$ cat src/rtl/window_3x3.sv
// window_3x3
//   Streams a raster-order image and emits every fully interior 3x3
//   neighbourhood, one cycle after its bottom-right pixel is accepted.
//
// Ports
//   clk          in   single clock, rising edge
//   reset        in   asynchronous, active-high
//   pixel_in     in   DW   raster-order pixel
//   pixel_valid  in   1    pixel_in accepted this edge
//   sof          in   1    start-of-frame (only with pixel_valid)
//   win          out  9*DW registered window, tap k=3*i+j at win[9*DW-1-DW*k -: DW]
//   win_valid    out  1    one-cycle pulse per new window
//   frame_done   out  1    pulse with the last window of a frame
module window_3x3 #(
    parameter int IMG_W = 250,
    parameter int IMG_H = 125,
    parameter int DW    = 8
) (
    input  logic            clk,
    input  logic            reset,
    input  logic [DW-1:0]   pixel_in,
    input  logic            pixel_valid,
    input  logic            sof,
    output logic [9*DW-1:0] win,
    output logic            win_valid,
    output logic            frame_done
);
    localparam int CW = (IMG_W > 1) ? $clog2(IMG_W) : 1;
    localparam int RW = (IMG_H > 1) ? $clog2(IMG_H) : 1;

    typedef enum logic [1:0] {IDLE, FILL, STREAM} state_t;

    state_t          state_q, state_d;
    logic [CW-1:0]   col_q, col_d;
    logic [RW-1:0]   row_q, row_d;
    logic [9*DW-1:0] win_q;
    logic            win_valid_q, frame_done_q;
    // Two previous columns of the current window, top pixel in the MSBs.
    logic [3*DW-1:0] col_a_q, col_b_q;

    // Line buffers indexed by column: lb0 = line r-2, lb1 = line r-1.
    logic [DW-1:0]   lb0 [IMG_W];
    logic [DW-1:0]   lb1 [IMG_W];

    logic [CW-1:0]   cur_col;
    logic [RW-1:0]   cur_row;
    logic            last_col, last_row, emit, done;
    logic [DW-1:0]   top_px, mid_px;

    // sof re-labels the incoming pixel as (0,0) whatever the counters say.
    assign cur_col  = sof ? '0 : col_q;
    assign cur_row  = sof ? '0 : row_q;
    assign last_col = (cur_col == CW'(IMG_W - 1));
    assign last_row = (cur_row == RW'(IMG_H - 1));
    assign top_px   = lb0[cur_col];
    assign mid_px   = lb1[cur_col];

    // STREAM implies row >= 2; the column test keeps windows inside a line.
    assign emit = pixel_valid && !sof && (state_q == STREAM) && (cur_col >= CW'(2));
    assign done = emit && last_row && last_col;

    always_comb begin
        col_d   = col_q;
        row_d   = row_q;
        state_d = state_q;
        if (pixel_valid) begin
            if (last_col) begin
                col_d = '0;
                row_d = last_row ? '0 : cur_row + RW'(1);
            end else begin
                col_d = cur_col + CW'(1);
                row_d = cur_row;
            end
            case (state_q)
                IDLE:    state_d = FILL;
                FILL:    if (cur_row == RW'(1) && last_col) state_d = STREAM;
                STREAM:  if (last_row && last_col) state_d = IDLE;
                default: state_d = IDLE;
            endcase
            if (sof) state_d = FILL;
        end
    end

    always_ff @(posedge clk or posedge reset) begin
        if (reset) begin
            state_q      <= IDLE;
            col_q        <= '0;
            row_q        <= '0;
            win_q        <= '0;
            win_valid_q  <= 1'b0;
            frame_done_q <= 1'b0;
            col_a_q      <= '0;
            col_b_q      <= '0;
        end else begin
            state_q      <= state_d;
            col_q        <= col_d;
            row_q        <= row_d;
            win_valid_q  <= emit;
            frame_done_q <= done;
            if (pixel_valid) begin
                col_a_q <= col_b_q;
                col_b_q <= {top_px, mid_px, pixel_in};
            end
            if (emit) begin
                win_q <= {col_a_q[3*DW-1 -: DW], col_b_q[3*DW-1 -: DW], top_px,
                          col_a_q[2*DW-1 -: DW], col_b_q[2*DW-1 -: DW], mid_px,
                          col_a_q[DW-1:0],       col_b_q[DW-1:0],       pixel_in};
            end
        end
    end

    // Buffer contents are never cleared; row/col alone decide validity.
    always_ff @(posedge clk) begin
        if (pixel_valid) begin
            lb0[cur_col] <= mid_px;
            lb1[cur_col] <= pixel_in;
        end
    end

    assign win        = win_q;
    assign win_valid  = win_valid_q;
    assign frame_done = frame_done_q;
endmodule

$ cat config.mk
export PLATFORM = sky130hd
export DESIGN_NAME = window_3x3
export DESIGN_NICKNAME = d
export VERILOG_FILES = /design/src/rtl/window_3x3.sv
export SDC_FILE = /design/constraint.sdc
export NUM_CORES = 2
export LEC_CHECK = 0
export ABC_CLOCK_PERIOD_IN_PS = 10400
export CORE_MARGIN = 4
export CORE_UTILIZATION = 40
export CTS_CLUSTER_SIZE = 16
export DETAILED_ROUTE_END_ITERATION = 6
export GPL_ROUTABILITY_DRIVEN = 0
export PLACE_DENSITY_LB_ADDON = 0.08
export RECOVER_POWER = 50
export SLEW_MARGIN = 25
export SYNTH_ARGS = -nofsm -noshare
export SYNTH_HDL_FRONTEND = slang
export SYNTH_SLANG_ARGS = --single-unit
$ cat constraint.sdc
create_clock -name clk -period 10.4 [get_ports clk]
set_input_delay 2.6 -clock clk [delete_from_list [all_inputs] [get_ports clk]]
set_output_delay 2.6 -clock clk [all_outputs]
set_load 0.005 [all_outputs]
==> flow_metrics.env <==
export IMPL_grt_usage_pct=26.8
export IMPL_layout_nets=10900
export IMPL_drcViolationCount=0
export IMPL_drive_gt1_share_pct=12.9
export IMPL_r2r_start="col_q[1]$_DFFE_PP0P_"
export IMPL_clock_sinks=4139
export IMPL_worstHoldPathType="register to register"
export IMPL_powerDensity_mw_per_mm2=216
export IMPL_tightest_slew_ns=5.95
export IMPL_violations="max-capacitance violations, max-slew violations"
export IMPL_drv_cap=103
export IMPL_vias_per_cell=6.03
export IMPL_clockRootBuffer="clkbuf_16"
export IMPL_die_h_um=647
export IMPL_max_slew_margin_pct=-296
export IMPL_wl_um=575000
export IMPL_grt_start_max_net_pins=167
export IMPL_overflow=0
export IMPL_cp_required_ns=10.91
export IMPL_critical_path_arrival_ns=9.90
export IMPL_htreeDepth=5
export IMPL_setup_tns_final_ns=0
export IMPL_maxSlewViolCount=3004
export IMPL_syn_nets=10600
export IMPL_ys_types=85
export IMPL_antenna_found_initial=38
export IMPL_ys_ff_latch=4139
export IMPL_cpPeakStageDelay_ns=1.48
export IMPL_grt_pass1_vias=97300
export IMPL_synth_edf_count=4000
export IMPL_drt_iter0_drc=11700
export IMPL_pre_cts_ws_ns=1.58
export IMPL_hpwl_um=329000
export IMPL_worstSetupEndpointType="register"
export IMPL_hold_buffers=0
export IMPL_clock_skew_ns=0.0926
export IMPL_grt_pass1_wl_um=793000
export IMPL_synth_area_per_cell_um2=15.4
export IMPL_crit_family="buffers and inverters"
export IMPL_cp_slowest_cell="clkbuf_1"
export IMPL_grt_setup_unrepaired="no"
export IMPL_cellLeakagePower_nw=60.3
export IMPL_initial_utilization_pct=40.2
export IMPL_die_area_mm2=0.419
export IMPL_reg2reg_to="lb0[39][0]$_DFFE_PP_"
export IMPL_ys_warn_count=0
export IMPL_wl_per_cell_um=34.4
export IMPL_via_count=101000
export IMPL_cts_setup_buffers=0
export IMPL_cts_tree="built"
export IMPL_clkLatencyLatePin_ns=1.05
export IMPL_ir_drop_uv=271
export IMPL_pin_count=86
export IMPL_timing_critical_path_buf_inv=5
export IMPL_cts_inserted_buffers=443
export IMPL_min_to="win[18]$_DFFE_PP0P_"
export IMPL_status="complete, but fails checks"
export IMPL_fin_total_pwr_w=0.0404
export IMPL_fin_crit_sh_pct=90.3
export IMPL_startpoint_type="input port"
export IMPL_timing_hold_ws_ns=0.464
export IMPL_areaGrowthSynthToFinish_pct=14.1
export IMPL_cts_resized=0
export IMPL_antenna_left=0
export IMPL_mostFrequentLayoutCells="edfxtp_1 (4000), nand2_1 (1391), mux2i_1 (535)"
export IMPL_async_flop_share_pct=3.36
export IMPL_finalWorstPathRequiredPeriod_ns=9.39
export IMPL_port_buffer_count=85
export IMPL_crit_type="input port to register"
export IMPL_firstDrtPassIters=6
export IMPL_clock_fmax_mhz=107
export IMPL_ff2ff_setup_slack_ns=2.38
export IMPL_fin_util_pct=45.9
export IMPL_worstHoldStart="col_a_q[2]$_DFFE_PP0P_"
export IMPL_synth_flop_cell="edfxtp_1"
export IMPL_hold_viol_final=0
export IMPL_setup_ws_ns=1.01
export IMPL_synth_area_mm2=0.164
export IMPL_fp_row_count=234
export IMPL_r2r_cells=10
export IMPL_crit_path_cell_trace="buf_4 -> nand2b_1 -> inv_8 -> clkbuf_1 -> a221o_1 -> a31oi_1 -> a2111o_1 -> a2111oi_4 -> o21ai_4 -> buf_12 -> buf_16"
export IMPL_cp_max_fo=114
export IMPL_hold_depth=2
export IMPL_setup_violations=0
export IMPL_clock_path_buffers=4
export IMPL_synth_seq_area_share_pct=75.6
export IMPL_clk_pin_slew_ns=0.06
export IMPL_syn_inst=10600
export IMPL_core_mm2=0.407
export IMPL_final_common_cell="edfxtp_1"
export IMPL_fp_dieW_um=647
[tightest hold or removal path, cell delays in order (launching register included)]
cell     delay, ns
dfrtp_1       0.34
nand2_1       0.05
nand2_1       0.05
[where the power goes]
group | internal [W] | switching [W]
clock | 0.00866 | 0.00660
combinational | 0.00124 | 0.00426
sequential | 0.0195 | 0.000137
total | 0.0294 | 0.0110
[per-stage QoR]
stage	instance area [um^2]	instances
after floorplan	164000	10600
final	187000	16700
after CTS	187000	16700
after global placement	173000	15900
after global routing	187000	16700
after detailed placement	174000	15900
[area by class of cell]
| type | instances | area, um^2 |
|---|---|---|
| antenna | 11 | 27.5 |
| timing repair buffer | 653 | 5230 |
| sequential | 4139 | 124000 |
| fill | 35500 | 220000 |
| multi-input combinational | 5631 | 37000 |
| tap | 5428 | 6790 |
| clock buffer | 578 | 11900 |
| clock inverter | 235 | 1980 |
| inverter | 23 | 146 |
[metal layers]
| metal | track usage (%) | up-vias | wire length [um] |
|---|---|---|---|
| li1 | - | 42300 | - |
| met1 | 37.2 | 52900 | 239000 |
| met2 | 42.8 | 4429 | 268000 |
| met3 | 4.52 | 968 | 44800 |
| met4 | 9.20 | 18 | 22600 |
| met5 | 0 | - | 138 |
[state kept, by name (all words and copies together), names as in the netlist]
register	flops
lb0	2000
lb1	2000
win	72
col_a_q	24
col_b_q	24
col_q	8
row_q	7
state_q	2
frame_done	1
win_valid	1
[how the worst max path moves through the flow]
| stage | start | to | slack, ns | cells past startpoint |
|---|---|---|---|---|
| after floorplan | sof | col_b_q[10]$_DFFE_PP0P_ | 0.32 | 12 |
| after global placement | sof | col_b_q[17]$_DFFE_PP0P_ | 1.23 | 11 |
| after detailed placement | sof | lb0[2][1]$_DFFE_PP_ | 1.58 | 13 |
| after CTS | sof | lb0[178][1]$_DFFE_PP_ | 2.66 | 13 |
| after global routing | sof | lb0[39][0]$_DFFE_PP_ | 1.34 | 11 |
| final | sof | lb0[39][0]$_DFFE_PP_ | 1.01 | 11 |
[cells by family after synthesis]
| group | synth area share, % |
|---|---|
| flops | 75.6 |
| compound gates | 10.4 |
| simple gates | 6.38 |
| buf+inv | 2.29 |
| mux | 5.28 |
| fa+ha+maj | 0.0535 |
[cells in the mapped netlist (108+ instances only)]
| cell | instances | area, um^2 |
|---|---|---|
| o22a_1 | 115 | 1010 |
| edfxtp_1 | 4000 | 120000 |
| clkbuf_1 | 273 | 1020 |
| buf_1 | 132 | 495 |
| mux2_2 | 246 | 2770 |
| a21oi_1 | 200 | 1000 |
| nand3_1 | 161 | 806 |
| a311oi_1 | 209 | 1830 |
| nor2_1 | 306 | 1150 |
| a221o_1 | 108 | 1080 |
| mux2i_1 | 535 | 5360 |
| o22ai_1 | 382 | 2390 |
| nand2_1 | 1395 | 5240 |
| a211oi_1 | 478 | 3590 |
| dfrtp_1 | 139 | 3480 |
| buf_2 | 360 | 1800 |
| nor2b_1 | 339 | 2120 |
| a31oi_1 | 228 | 1430 |
| o21ai_0 | 388 | 1940 |
Note: power is estimated with default switching activity, not from simulation.
